<file path="src/rtl/que_pkg.sv">
// Shared constants and pointer helpers for the double-ended queue.
package que_pkg;

    localparam int QUE_WIDTH = 4;
    localparam int QUE_DEPTH = 4;

    // Width of the occupancy counter for the default depth (0..DEPTH inclusive).
    typedef logic [$clog2(QUE_DEPTH+1)-1:0] count_t;

    // Advance a circular pointer; wraps from depth-1 back to 0.
    function automatic int ptr_inc(input int p, input int depth);
        return (p == depth - 1) ? 0 : p + 1;
    endfunction

    // Retreat a circular pointer; wraps from 0 to depth-1.
    function automatic int ptr_dec(input int p, input int depth);
        return (p == 0) ? depth - 1 : p - 1;
    endfunction

endpackage

</file>
<file path="src/rtl/que_ptr.sv">
// Circular pointer register: increments, decrements or holds with wrap at DEPTH.
module que_ptr
    import que_pkg::*;
#(
    parameter int DEPTH = QUE_DEPTH,
    parameter int PW    = $clog2(DEPTH)
) (
    input  logic          clk,
    input  logic          rst,
    input  logic          inc,
    input  logic          dec,
    output logic [PW-1:0] ptr
);

    logic [PW-1:0] ptr_next;

    // Simultaneous inc and dec cancel out, so the pointer holds.
    always_comb begin
        ptr_next = ptr;
        if (inc && !dec) begin
            ptr_next = PW'(ptr_inc(int'(ptr), DEPTH));
        end else if (dec && !inc) begin
            ptr_next = PW'(ptr_dec(int'(ptr), DEPTH));
        end
    end

    // Pointer register with synchronous reset to slot 0.
    always_ff @(posedge clk) begin
        if (rst) begin
            ptr <= '0;
        end else begin
            ptr <= ptr_next;
        end
    end

endmodule

</file>
<file path="src/rtl/que_drain.sv">
// Double-ended queue: push at either end, pop one word per cycle from either
// end under valid/ready, with a front-to-back snapshot of the contents.
module que_drain
    import que_pkg::*;
#(
    parameter int WIDTH = QUE_WIDTH,
    parameter int DEPTH = QUE_DEPTH
) (
    input  logic                       clk,
    input  logic                       rst,
    input  logic                       push_front,
    input  logic                       push_back,
    input  logic [WIDTH-1:0]           wr_data,
    input  logic                       rd_back,
    input  logic                       rd_ready,
    output logic                       rd_valid,
    output logic [WIDTH-1:0]           rd_data,
    output logic [$clog2(DEPTH+1)-1:0] count,
    output logic                       full,
    output logic                       empty,
    output logic                       ovf,
    output logic [WIDTH-1:0]           out [DEPTH]
);

    localparam int PW = $clog2(DEPTH);
    localparam int CW = $clog2(DEPTH+1);

    logic [WIDTH-1:0] mem [DEPTH];
    logic [PW-1:0]    head;
    logic [PW-1:0]    tail;
    logic [PW-1:0]    head_dec;
    logic [PW-1:0]    tail_dec;

    logic             pop;
    logic             pop_front;
    logic             pop_back;
    logic [CW:0]      free;
    logic [CW:0]      need;
    logic             admit;
    logic             drop;
    logic             pf_ok;
    logic             pb_ok;
    logic [PW-1:0]    wf_idx;
    logic [PW-1:0]    wb_idx;
    logic [CW-1:0]    count_next;
    logic [PW-1:0]    snap_idx [DEPTH];

    assign rd_valid = (count != '0);
    assign empty    = (count == '0);
    assign full     = (count == CW'(DEPTH));

    assign head_dec = PW'(ptr_dec(int'(head), DEPTH));
    assign tail_dec = PW'(ptr_dec(int'(tail), DEPTH));

    // Pop qualification and all-or-nothing push admission; a pop in the same
    // cycle frees one slot, so a full queue can still take a push alongside a pop.
    always_comb begin
        pop       = rd_valid && rd_ready;
        pop_front = pop && !rd_back;
        pop_back  = pop && rd_back;
        free      = (CW+1)'(DEPTH) - {1'b0, count} + {{CW{1'b0}}, pop};
        need      = {{CW{1'b0}}, push_front} + {{CW{1'b0}}, push_back};
        admit     = (need <= free);
        drop      = (need != '0) && !admit;
        pf_ok     = push_front && admit;
        pb_ok     = push_back && admit;
        // Same-end pop+push reuses the popped slot instead of moving the pointer.
        wf_idx    = pop_front ? head : head_dec;
        wb_idx    = pop_back ? tail_dec : tail;
        count_next = count + CW'(pf_ok) + CW'(pb_ok) - CW'(pop);
    end

    que_ptr #(.DEPTH(DEPTH), .PW(PW)) u_head (
        .clk (clk),
        .rst (rst),
        .inc (pop_front),
        .dec (pf_ok),
        .ptr (head)
    );

    que_ptr #(.DEPTH(DEPTH), .PW(PW)) u_tail (
        .clk (clk),
        .rst (rst),
        .inc (pb_ok),
        .dec (pop_back),
        .ptr (tail)
    );

    // Storage write; both pushes may land in one cycle with the same word.
    // Contents are not cleared on reset since count gates every read.
    always_ff @(posedge clk) begin
        if (!rst) begin
            for (int i = 0; i < DEPTH; i++) begin
                if ((pf_ok && (PW'(i) == wf_idx)) || (pb_ok && (PW'(i) == wb_idx))) begin
                    mem[i] <= wr_data;
                end
            end
        end
    end

    // Occupancy counter and sticky overflow flag.
    always_ff @(posedge clk) begin
        if (rst) begin
            count <= '0;
            ovf   <= 1'b0;
        end else begin
            count <= count_next;
            if (drop) begin
                ovf <= 1'b1;
            end
        end
    end

    // Read port: front or back entry, forced to zero when empty.
    always_comb begin
        rd_data = '0;
        if (rd_valid) begin
            rd_data = rd_back ? mem[tail_dec] : mem[head];
        end
    end

    // Snapshot slot index for each position counted from the front.
    always_comb begin
        for (int i = 0; i < DEPTH; i++) begin
            if (int'(head) + i >= DEPTH) begin
                snap_idx[i] = PW'(int'(head) + i - DEPTH);
            end else begin
                snap_idx[i] = PW'(int'(head) + i);
            end
        end
    end

    // Front-to-back snapshot; positions past the occupancy read as zero.
    always_comb begin
        for (int i = 0; i < DEPTH; i++) begin
            out[i] = (i < int'(count)) ? mem[snap_idx[i]] : '0;
        end
    end

endmodule

</file>
<file path="config.mk">
export PLATFORM = sky130hd
export DESIGN_NAME = que_drain
export DESIGN_NICKNAME = d
export VERILOG_FILES = /design/src/rtl/que_pkg.sv /design/src/rtl/que_ptr.sv /design/src/rtl/que_drain.sv
export SDC_FILE = /design/constraint.sdc
export NUM_CORES = 1
export LEC_CHECK = 0
export ABC_AREA = 1
export CAP_MARGIN = 10
export CORE_ASPECT_RATIO = 1.2
export CORE_MARGIN = 10
export CORE_UTILIZATION = 53
export CTS_CLUSTER_DIAMETER = 50
export CTS_CLUSTER_SIZE = 20
export DETAILED_ROUTE_END_ITERATION = 12
export GPL_TIMING_DRIVEN = 0
export PLACE_DENSITY = 0.8
export REMOVE_ABC_BUFFERS = 1
export SYNTH_ARGS = -nofsm -noshare
export SYNTH_HDL_FRONTEND = slang
export SYNTH_HIERARCHICAL = 1
export SYNTH_SLANG_ARGS = --single-unit
</file>
<file path="constraint.sdc">
create_clock -name clk -period 4.5 [get_ports clk]
set_clock_uncertainty 0.15 [all_clocks]
set_input_delay 0.9 -clock clk [delete_from_list [all_inputs] [get_ports clk]]
set_output_delay 0.9 -clock clk [all_outputs]
set_load 0.05 [all_outputs]
</file>
# Word level (Yosys, flattened, before mapping)
# Memories as Yosys holds them, arrays and structs flattened. A register that Yosys moved wholly into a read port is not among the register bits.
# Index checks and enable logic that the tools add are counted.
dict set report word_totals {
  n_memories 1
  register_bits 8
  mem_bits_rw 16
  inputBits 10
}
dict set report op_classes {
  muxes 34
  eq_ne 9
  n_addsub 16
  order_cmp 9
  reduce_logical 37
}
# name words width rd rd_clocked_by_memory_dff wr line_no
set memory_table {}
lappend memory_table {mem 4 4 6 1 4 que_drain.sv:28} ;# logic [WIDTH-1:0] mem [DEPTH];
# op n
set ops {}
lappend ops {{2-bit 2-to-1 mux} 16}
lappend ops {{4-bit 2-to-1 mux} 6}
lappend ops {{1-bit logical AND} 18}
lappend ops {{1-bit 2-to-1 mux} 12}
lappend ops {{2-bit by 1-bit subtractor with 2-bit output, second input constant} 6}
lappend ops {{3-bit >= comparator, second input constant} 3}
lappend ops {{2-bit == test, first input constant} 4}
lappend ops {{2-bit logical NOT} 4}
lappend ops {{2-bit by 2-bit adder with 3-bit output, second input constant} 2}
lappend ops {{3-bit by 1-bit adder with 3-bit output} 2}
lappend ops {{1-bit logical NOT} 6}
lappend ops {{1-bit by 3-bit < comparator with 1-bit output, first input constant} 2}
lappend ops {{2-bit by 3-bit < comparator with 1-bit output, first input constant} 2}
lappend ops {{4-bit by 1-bit adder with 4-bit output} 1}
lappend ops {{1-bit by 2-bit == test with 1-bit output, first input constant} 2}
lappend ops {{2-bit by 1-bit == test with 1-bit output, second input constant} 2}
lappend ops {{2-bit by 4-bit <= comparator with 1-bit output} 1}
lappend ops {{1-bit logical OR} 4}
lappend ops {{2-bit nonzero test} 2}
lappend ops {{4-bit nonzero test} 1}
lappend ops {{3-bit by 3-bit subtractor with 4-bit output, first input constant} 1}
lappend ops {{2-bit by 1-bit adder with 3-bit output, second input constant} 1}
lappend ops {{3-bit == test, second input constant} 1}
lappend ops {{2-bit by 3-bit >= comparator with 1-bit output, second input constant} 1}
lappend ops {{other kinds (5)} 5}

# Longest topological paths before layout
# Gate-level depths: netlist of the first run.
dict set report logic_depth {
  word_depth 10
  mapped_depth 24
}

# Hierarchy
# The synthesis of the first run kept the hierarchy.
# module n_inst area_per_inst_um2 cells_per_inst
set modules_own_cells {}
lappend modules_own_cells {que_drain 1 1778.0 256}
lappend modules_own_cells {que_ptr 2 156.4 24}

# Worst setup path after synthesis of the first run
# OpenSTA, ideal clock, no wires.
dict set report synth_timing {
  path_kind {reg-to-reg}
  from {reg count[1]}
  to {reg count[2]}
  stages_incl_launch_ff 22
  period_less_slack_ns 4.206
  slack_ns 0.294
  n_path_buf 1
  t_arrival_ns 3.932
  path_cell_list {dfxtp_1 -> inv_1 -> nand3_4 -> buf_12 -> inv_1 -> nor2_1 -> inv_1 -> ha_1 -> inv_1 -> ha_1 -> inv_1 -> ha_1 -> inv_1 -> o21bai_1 -> nand3_1 -> nand2_1 -> ha_1 -> inv_1 -> fa_1 -> fa_1 -> xor2_1 -> nor2_1}
}
dict set report synth_between {
  elab_chain_len 8
  elab_cells_between_ends 10
  cone_classes {add/sub: 5; order compare: 1; reduce/logical: 4}
}
# element line_no
set synth_rtl {}
lappend synth_rtl {{start, declared} que_drain.sv:18} ;# output logic [$clog2(DEPTH+1)-1:0] count,
lappend synth_rtl {{start signal, assigned} que_drain.sv:107} ;# count <= count_next;
lappend synth_rtl {{3-bit nonzero test *} que_drain.sv:48} ;# assign rd_valid = (count != '0);
lappend synth_rtl {{via rd_valid} que_drain.sv:16} ;# output logic rd_valid,
lappend synth_rtl {{1-bit logical AND *} que_drain.sv:58} ;# pop = rd_valid && rd_ready;
lappend synth_rtl {{4-bit by 1-bit adder with 4-bit output} que_drain.sv:61} ;# free = (CW+1)'(DEPTH) - {1'b0, count} + {{CW{1'b0}}, pop};
lappend synth_rtl {{2-bit by 4-bit <= comparator with 1-bit output} que_drain.sv:63} ;# admit = (need <= free);
lappend synth_rtl {{1-bit logical AND} que_drain.sv:65} ;# pf_ok = push_front && admit;
lappend synth_rtl {{3-bit by 1-bit adder with 3-bit output (2 in a row)} que_drain.sv:70} ;# count_next = count + CW'(pf_ok) + CW'(pb_ok) - CW'(pop);
lappend synth_rtl {{3-bit by 1-bit subtractor with 3-bit output *} que_drain.sv:70}
# The timed path passes the listed nets; every way through them passes the cells marked *.
# A chain may end at the register's enable or synchronous reset.

# Final worst setup path of the first run
dict set report layout_timing {
  from {reg u_tail.ptr[0]}
  to {out rd_data[2]}
}
dict set report layout_between {
  elab_chain_len 5
  elab_cells_between_ends 6
  cone_classes {add/sub: 1; mux: 3; reduce/logical: 1; memory: 1}
}
# element line_no
set layout_rtl {}
lappend layout_rtl {{start, declared} que_ptr.sv:12} ;# output logic [PW-1:0] ptr
lappend layout_rtl {{start signal, assigned} que_ptr.sv:32} ;# ptr <= ptr_next;
lappend layout_rtl {{2-bit by 1-bit subtractor with 2-bit output or 2-bit logical NOT (tied branches)} que_pkg.sv:17} ;# return (p == 0) ? depth - 1 : p - 1;
lappend layout_rtl {{2-bit 2-to-1 mux *} que_pkg.sv:17}
lappend layout_rtl {{memory 4 x 4 bit *} --}
lappend layout_rtl {{4-bit 2-to-1 mux *} que_drain.sv:118} ;# rd_data = rd_back ? mem[tail_dec] : mem[head];
lappend layout_rtl {{4-bit 2-to-1 mux *} que_drain.sv:117} ;# if (rd_valid) begin
lappend layout_rtl {{end, declared} que_drain.sv:17} ;# output logic [WIDTH-1:0] rd_data,
# Mark *: on every way between the ends. The rest lies on a longest branch, timed or not.

==> implementation parameters, run 1 <==
Parameter                              Value

Cells and area
  Leading cell types in the layout, fill and taps excluded    59 x inv_1, 54 x nand2_1, 39 x nor2_1, 35 x clkdlybuf4s50_1, 34 x o21ai_0
  Final non-filler cell total    just under 400
  Layout Nets    365
  Fraction of the core area covered by cells at the end of the flow    67.5%
  Proportion of layout cells with a drive suffix above 1    approximately 2.7%
  Most common cell after layout, fill and taps aside    inv_1
  Number of diodes added for antenna fixing    0
  P&R area growth vs syn    20.2%

Global route
  Global-route wire length before repair    around 8100 µm
  Total GRT Usage    approximately 14%
  Maximum number of pins on one net before global-route repair    22
  Total gr overflow    0
  Initial antenna violation count    0
  Vias in the first global route    ~1,800

Worst hold path
  Hold Path Sink    ovf
  Startpoint of the tightest hold check path    ovf
  Min-delay worst type    reg2reg
  Hold Crit Depth    1

STA
  Number of hold-slack violations in the final timing report    0
  Final Worst Setup Slack    0.276 ns
  Count of endpoints failing setup in the final report    0
  Tcrit/Tclk final    93.9%
  RSZ-0062 raised after global routing    no
  Worst-case headroom to the max-slew limit    57.6%
  Slew @ Worst Pin    ~0.64 ns
  Maximum operating frequency    between 0.2 and 0.25 GHz
  Worst-case hold slack    between 0.3 and 0.4 ns
  Slew Viols, Final    0
  Crit path time final    ~4.2 ns

Clock network
  Clock-pin slew on the worst setup and hold paths    approximately 0.090 ns
  CTS tree    built
  CTS buffer count    3
  Number of buffers on the longest clock path    2
  Clk Tree Root Cell    clkbuf_8
  CTS HTree Levels    1
  Clock Sink Count    24
  Latest clock arrival within the worst-skew pair    around 0.27 ns

Die
  Total die area    a little under 7000 µm²
  Initial standard-cell utilization of the core    roughly 56%
  Floorplan die width    between 70 and 80 µm
  Number of top-level pins    37
  Die Ht    approximately 90 µm
  Site Rows    24
  Core Footprint    about 3700 µm²

Run status
  Result of the run    finished, final reports clean

Placed design
  GPL Wtd Cong    between 0.9 and 1
  Cell total after placement    ~380
  Placed wire-length estimate    4030 µm
  Port Buffer Count    36
  Worst-case setup slack after placement    -0.107 ns

Setup path
  Setup Crit Path Kind    reg2out
  Internal reg-to-reg setup slack    approximately 0.7 ns
  RR Endpoint    count[2]
  Largest fanout of any net on the critical path    14
  Cell depth of the worst flop-to-flop path    20
  Critical Path Source Type    flop
  Crit. End Element    output pin
  Cell family contributing the most delay on the critical path    buffers and inverters
  Required time of the worst setup path    between 3 and 4 ns
  Crit path largest cell delay    0.82 ns
  Critical path's slowest cell    clkdlybuf4s50_1
  Data arrival time at the worst-slack endpoint    3.17 ns
  Source of the worst register-to-register timing path    count[2]
  Cell chain of the critical path    clkinv_1 -> ha_1 -> inv_1 -> a21oi_1 -> o21ai_0 -> nand2_1 -> o21ai_0 -> a21oi_1 -> clkdlybuf4s50_1
  Critical path buffers and inverters    3

Yosys
  Synthesized instance count    between 300 and 400
  Number of library cell types mapped by synthesis    26
  Flops & latches, synth    24
  Total of warnings raised by yosys    6
  Mapped Avg Cell Area    between 6 and 7 µm²
  Register area share after synthesis    a little under a third
  Cell area after technology mapping    approximately 2100 µm²

Drt
  Per-cell routed wire length    ~13 µm
  Drc violations    0
  Number of search-and-repair iterations in the first detailed-routing pass    4
  Via count    1,981
  Via density per instance    5.13
  Routed Antenna Nets    0
  Total wire length    ~4900 µm
  Initial DRC Count    ~110

Job
  Number of maximum-capacitance constraint violations    0
[worst max-delay path by stage]
stage                        startpoint    endpoint  slack (ns)  cells after the start
after floorplan                count[1]    count[2]        0.26                     20
after global placement         rd_ready    count[2]       -0.02                     19
after detailed placement       rd_ready    count[2]       -0.11                     19
after CTS                      rd_ready    count[2]        0.17                     19
after global routing      u_tail/ptr[0]  rd_data[2]        0.06                      9
final                     u_tail/ptr[0]  rd_data[2]        0.28                      9
[registers in the layout, summed over array words and instances (netlist names)]
signal      cells
count           3
ovf             1
u_tail/ptr      2
mem            16
u_head/ptr      2
[layer usage]
metal / up-vias / part of all wire [%] / global-route usage [%]
met2: 50 / 50 / 27.2
met4: 0 / 1.0 / 3.49
met3: 5 / 5.7 / 3.35
met5: - / 0 / 0
li1: 1046 / - / -
met1: 880 / 43 / 15.4
[stage by stage]
step / instance area (µm²) / setup TNS [ns]
after floorplan: 2010 / 0
after global placement: 2440 / -0.0213
after detailed placement: 2440 / -0.156
after CTS: 2510 / 0
after global routing: 2510 / 0
final: 2510 / 0
[layout make-up]
class	count	area, µm²
repair buffers	36	363
fillers	342	1210
multi-input cells	208	1140
flip-flops and latches	24	641
clock inverters	1	30.0
clock buffers	3	41.3
inverters	62	233
well taps	52	65.1
[cells by family after synthesis]
group | count (synthesis) | share of synthesized area [%]
flip-flops | 24 | 30.6
AND/OR/NAND/NOR | 117 | 23.8
adder cells (fa/ha/maj) | 20 | 12.7
buffers and inverters | 72 | 14.8
XOR/XNOR | 1 | 0.419
AO/OA/AOI/OAI | 69 | 17.1
multiplexers | 1 | 0.479
[synthesized netlist by cell type, drive strengths merged]
library cell	count	share of area [%]
o21ba	1	0.48
ha	18	11
dfxtp	8	7.7
inv	61	11
buf	8	3.4
xor2	1	0.42
nor3	1	0.24
o21bai	3	1.1
nand4	8	2.7
o21ai	45	11
nor2	39	7.0
edfxtp	16	23
clkbuf	2	0.36
clkinv	1	0.18
a21oi	20	4.8
fa	2	1.9
nand3	15	4.2
nand2	54	9.7
mux2i	1	0.48
[timing repair]
action	4_1_cts	5_1_grt
resized for setup	0	1
setup buffers	0	0
hold buffers	0	0
endpoints found under the setup margin	0	2
endpoints found under the hold margin	0	0
Power of run 1 is left out: the tool's default activity adds up to more than one toggle a clock period on the data nets, which glitch-free logic cannot reach.
==> run 2: changes to the inputs <==
--- a/config.mk
+++ b/config.mk
@@ -14,6 +14,7 @@
 export CTS_CLUSTER_SIZE = 20
 export DETAILED_ROUTE_END_ITERATION = 12
 export GPL_TIMING_DRIVEN = 0
+export MAX_ROUTING_LAYER = met4
 export PLACE_DENSITY = 0.8
 export REMOVE_ABC_BUFFERS = 1
 export SYNTH_ARGS = -nofsm -noshare
==> run 2 against run 1 <==
Global-route usage up 0.43 points. Hold slack barely moved. Routed wire length about the same. Critical path depth did not move. Register-to-register slack barely moved. Via count barely moved. Die area is the same. Highest routed layer unchanged.
==> implementation parameters, run 2 (synthesis gave the netlist of run 1 again) <==
Parameter                              Value

Run status
  Result of the run    finished, final reports clean

Setup path
  Setup Crit Path Kind    reg2out
  Cell family contributing the most delay on the critical path    buffers and inverters
  Largest fanout of any net on the critical path    14 (unchanged)
  Critical Path Source Type    flop
  Cell chain of the critical path    clkinv_1 -> ha_1 -> inv_1 -> a21oi_1 -> o21ai_0 -> nand2_1 -> o21ai_0 -> a21oi_1 -> clkdlybuf4s50_1
  Required time of the worst setup path    3.45 ns (about the same)
  Crit path largest cell delay    0.82 ns (about the same)
  Crit. End Element    output pin
  Data arrival time at the worst-slack endpoint    3.17 ns (about the same)
  Critical path's slowest cell    clkdlybuf4s50_1
  Critical path buffers and inverters    3 (unchanged)

Die
  Die Ht    88.8 µm (unchanged)
  Core Footprint    3720 µm² (unchanged)
  Floorplan die width    77.3 µm (unchanged)
  Initial standard-cell utilization of the core    56.1% (unchanged)
  Number of top-level pins    37 (unchanged)
  Site Rows    24 (unchanged)
  Total die area    6870 µm² (unchanged)

STA
  RSZ-0062 raised after global routing    no
  Slew Viols, Final    0 (unchanged)
  Final Worst Setup Slack    0.276 ns (-0.0000310 ns)
  Count of endpoints failing setup in the final report    0 (unchanged)
  Maximum operating frequency    0.237 GHz (about the same)
  Tcrit/Tclk final    93.9% (about the same)
  Crit path time final    4.22 ns (+0.0000310 ns)
  Worst-case headroom to the max-slew limit    57.6% (about the same)
  Number of hold-slack violations in the final timing report    0 (unchanged)
  Slew @ Worst Pin    0.636 ns (-0.0000939 ns)
  Worst-case hold slack    0.342 ns (+0.00000600 ns)

Cells and area
  Registers with the highest flip-flop counts    mem x16, count x3
  Number of diodes added for antenna fixing    0 (unchanged)
  Proportion of layout cells with a drive suffix above 1    2.69% (unchanged)
  Number of flip-flops under the largest register name    16 (unchanged)
  Most common cell after layout, fill and taps aside    inv_1
  P&R area growth vs syn    20.2% (unchanged)
  Layout Nets    365 (unchanged)
  Reg with most FFs    mem
  Leading cell types in the layout, fill and taps excluded    59 x inv_1, 54 x nand2_1, 39 x nor2_1, 35 x clkdlybuf4s50_1, 34 x o21ai_0

Clock network
  CTS-repair resized insts    0 (unchanged)
  CTS HTree Levels    1 (unchanged)
  Total of hold buffers inserted after clock tree synthesis    0 (unchanged)
  Buffer count from post-CTS setup fixing    0 (unchanged)
  Clock Sink Count    24 (unchanged)
  CTS buffer count    3 (unchanged)
  CTS tree    built
  Latest clock arrival within the worst-skew pair    0.27 ns (about the same)
  Clock-pin slew on the worst setup and hold paths    0.09 ns (about the same)
  Number of buffers on the longest clock path    2 (unchanged)
  Clk Tree Root Cell    clkbuf_8

Drt
  Routed Antenna Nets    0 (unchanged)
  Total wire length    4900 µm (about the same)
  Number of search-and-repair iterations in the first detailed-routing pass    4 (unchanged)
  Via density per instance    5.13 (about the same)
  Per-cell routed wire length    12.7 µm (about the same)
  Via count    1,982 (+0.050%)
  Drc violations    0 (unchanged)
  Initial DRC Count    112 (+0.90%)

Global route
  Total GRT Usage    14.6% (+0.43 points)
  Global-route wire length before repair    8150 µm (unchanged)
  Total gr overflow    0 (unchanged)
  Initial antenna violation count    0 (unchanged)
  Vias in the first global route    1,791 (unchanged)
  Maximum number of pins on one net before global-route repair    22 (unchanged)

Job
  Number of maximum-capacitance constraint violations    0 (unchanged)

Placed design
  Worst-case setup slack after placement    -0.107 ns (unchanged)
  GPL Wtd Cong    0.954 (+1.8%)
  Placed wire-length estimate    4030 µm (unchanged)
  Port Buffer Count    36 (unchanged)

Worst hold path
  Min-delay worst type    reg2reg
## run 2: cell counts in the layout (fill, tap and decap cells not counted)
Identical to the previous run, type by type.
## run 2: through the flow
step / util, % / TNS [ns] / instance area, µm² / std cells
floorplan: - / 0 / 2010 / 294
global placement: 65.5 / -0.0213 / 2440 / 382
detailed placement: 65.5 / -0.156 / 2440 / 382
CTS: 67.4 / 0 / 2510 / 386
global route: 67.5 / 0 / 2510 / 386
finish: 67.5 / 0 / 2510 / 386
## run 2: final timing paths
path / cells past startpoint / slack [ns] / from / endpoint
worst min register to register: 1 / 0.34 / ovf / ovf
worst max-delay path: 9 / 0.28 / u_tail/ptr[0] / rd_data[2]
worst min-delay path: 1 / 0.34 / ovf / ovf
worst max register to register: 20 / 0.70 / count[2] / count[2]
## run 2: final cells by class
cell class                      instances  area [µm²]
Timing Repair Buffer                   36         363
Clock inverter                          1        30.0
Clock buffer                            3        41.3
Inverter                               62         233
Tap cell                               52        65.1
Sequential cell                        24         641
Fill cell                             342        1210
Multi-Input combinational cell        208        1140
## run 2: routing by layer
metal | global-route usage [%] | part of all wire [%] | wire length [µm]
met5 | - | 0 | 0
met4 | 3.49 | 1.0 | 49
met3 | 3.14 | 5.3 | 261
met2 | 27.2 | 50 | 2460
met1 | 15.5 | 43 | 2130
Power of run 2 is left out for the same reason.
==> run 3: changes to the inputs <==
--- a/config.mk
+++ b/config.mk
@@ -9,13 +9,13 @@
 export CAP_MARGIN = 10
 export CORE_ASPECT_RATIO = 1.2
 export CORE_MARGIN = 10
-export CORE_UTILIZATION = 53
+export CORE_UTILIZATION = 48
 export CTS_CLUSTER_DIAMETER = 50
 export CTS_CLUSTER_SIZE = 20
 export DETAILED_ROUTE_END_ITERATION = 12
 export GPL_TIMING_DRIVEN = 0
 export MAX_ROUTING_LAYER = met4
-export PLACE_DENSITY = 0.8
+export PLACE_DENSITY = 0.79
 export REMOVE_ABC_BUFFERS = 1
 export SYNTH_ARGS = -nofsm -noshare
 export SYNTH_HDL_FRONTEND = slang
==> constraint.sdc (replaced) <==
create_clock -name clk -period 3.8 [get_ports clk]
set_clock_uncertainty 0.15 [all_clocks]
set_input_delay 0.76 -clock clk [delete_from_list [all_inputs] [get_ports clk]]
set_output_delay 0.76 -clock clk [all_outputs]
set_load 0.05 [all_outputs]
==> run 3 against run 2 <==
Global-route usage fell by 0.60 points. Clock-buffer cell count did not move. Sequential cell count did not move. Via count rose by 1.8%. Routed wire length rose by 6.3%. Core utilization fell by 7.0 points. Critical path depth did not move. Worst setup slack got worse by 0.12 ns. Hold slack got worse by 0.0054 ns. Sequential share of layout area fell by 0.094 points.
==> implementation parameters, run 3 (synthesis gave the netlist of run 1 again) <==
Parameter                              Value

Placed design
  Placed wire-length estimate    4060 µm (+0.76%)
  Port Buffer Count    36 (unchanged)
  Post-detailed-placement cell area    2440 µm² (+0.21%)
  GPL Wtd Cong    0.876 (-8.2%)

Global route
  Total gr overflow    0 (unchanged)
  Total GRT Usage    14.0% (-0.60 points)
  Global-route wire length before repair    8430 µm (+3.5%)
  Initial antenna violation count    0 (unchanged)
  Maximum number of pins on one net before global-route repair    22 (unchanged)
  Vias in the first global route    1,872 (+4.5%)

Cells and area
  Area of all placed cells without fillers    2560 µm² (+1.7%)
  Filler cell count in the final layout    390 (+14%)
  Layout Nets    369 (+1.1%)
  Registers with the highest flip-flop counts    mem x16, count x3
  Number of diodes added for antenna fixing    0 (unchanged)
  Leading cell types in the layout, fill and taps excluded    58 x inv_1, 54 x nand2_1, 38 x nor2_1, 34 x o21ai_0, 23 x clkdlybuf4s50_1
  Register area    649 µm² (+1.4%)
  Number of flip-flops under the largest register name    16 (unchanged)
  Area of combinational cells with multiple inputs    1140 µm² (+0.22%)
  Most common cell after layout, fill and taps aside    inv_1
  Reg with most FFs    mem
  Proportion of layout cells with a drive suffix above 1    6.80% (+4.1 points)
  P&R area growth vs syn    22.3%

Setup path
  Largest fanout of any net on the critical path    14 (unchanged)
  Crit. End Element    output pin
  Required time of the worst setup path    2.89 ns (-0.56 ns)
  Data arrival time at the worst-slack endpoint    2.73 ns (-0.44 ns)
  Critical Path Source Type    flop
  Setup Crit Path Kind    reg2out
  Source of the worst register-to-register timing path    count[2]
  Beginning of the critical path    u_tail/ptr[0]

Clock network
  Clk Tree Root Cell    clkbuf_8
  Clock Sink Count    24 (unchanged)
  Total of hold buffers inserted after clock tree synthesis    0 (unchanged)
  CTS HTree Levels    1 (unchanged)
  CTS tree    built
  CTS buffer count    3 (unchanged)
  Number of buffers on the longest clock path    2 (unchanged)
  Latest clock arrival within the worst-skew pair    0.27 ns (about the same)
  Clock-pin slew on the worst setup and hold paths    0.09 ns (about the same)

STA
  Number of hold-slack violations in the final timing report    0 (unchanged)
  Maximum operating frequency    ~0.27 GHz
  Worst-case headroom to the max-slew limit    65.3% (+7.7 points)
  Slew @ Worst Pin    0.521 ns (-0.115 ns)
  Crit path time final    roughly 3.6 ns
  Count of endpoints failing setup in the final report    0 (unchanged)
  Slew Viols, Final    0 (unchanged)
  RSZ-0062 raised after global routing    no
  Tcrit/Tclk final    between 90% and 100%

Drt
  Per-cell routed wire length    13.2 µm (+4.2%)
  Via count    2,017 (+1.8%)
  Number of search-and-repair iterations in the first detailed-routing pass    4 (unchanged)
  Via density per instance    5.12 (-0.30%)
  Total wire length    5210 µm (+6.3%)
  Initial DRC Count    147 (+31%)
  Routed Antenna Nets    0 (unchanged)
  Drc violations    0 (unchanged)

Die
  Floorplan die width    80.2 µm (+3.8%)
  Number of top-level pins    37 (unchanged)
  Site Rows    26 (+8.3%)
  Die Ht    92.3 µm (+3.9%)
  Total die area    7410 µm² (+7.8%)
  Initial standard-cell utilization of the core    49.4% (-6.7 points)
  Core Footprint    4230 µm² (+14%)

Job
  Number of maximum-capacitance constraint violations    0 (unchanged)

Run status
  Result of the run    finished, final reports clean

Worst hold path
  Startpoint of the tightest hold check path    ovf
  Min-delay worst type    reg2reg
run 3: changes by cell type in the layout (fill, tap and decap cells not counted), sizes merged:
cell           delta
buf               +4
clkbuf            +5
dlymetal6s2s      +7
clkdlybuf4s50    -12
run 3: per-stage QoR:
stage	std cells	hold WS [ns]	setup WS (ns)	setup TNS (ns)	utilization, %
2_1_floorplan	294	0.400	-0.443	-0.877	-
3_3_place_gp	386	0.318	-0.561	-4.44	57.8
3_5_place_dp	386	0.317	-0.641	-6.07	57.8
4_1_cts	390	0.339	0.00839	0	59.4
5_1_grt	394	0.347	0.00881	0	60.4
6_report	394	0.337	0.160	0	60.4
run 3: final timing paths:
kind | to | slack, ns | depth (start not counted)
min reg2reg | ovf | 0.34 | 1
max | rd_data[2] | 0.16 | 9
max reg2reg | count[2] | 0.30 | 21
min | ovf | 0.34 | 1
run 3: area by class of cell:
cell class	count	area share, %
Sequential cell	24	25.4
Inverter	62	9.20
Clock buffer	3	1.62
Timing Repair Buffer	40	15.2
Multi-Input combinational cell	208	44.7
Tap cell	56	2.74
Clock inverter	1	1.17
run 3: metal layers:
| layer | up-vias | global-route usage, % | part of all wire (%) |
|---|---|---|---|
| li1 | 1047 | - | - |
| met1 | 909 | 15.7 | 42 |
| met2 | 54 | 25.3 | 53 |
| met3 | 7 | 2.03 | 4.2 |
| met4 | 0 | 3.53 | 1.2 |
| met5 | - | - | 0 |
run 3: critical path, cell delays in order, from the launching register on:
cell	delay, ns
dfxtp_1	0.61
clkinv_1	0.35
ha_1	0.53
inv_1	0.13
a21oi_1	0.13
o21ai_0	0.10
nand2_1	0.07
o21ai_0	0.10
a21oi_1	0.14
clkbuf_2	0.29
run 3: timing repair:
item,CTS,global route
gates resized for setup,9,25
buffers inserted,0,4
hold endpoints to repair,0,0
cloned,0,0
endpoints found under the setup margin,26,14
pin swaps,0,1
Power of run 3 is left out for the same reason.
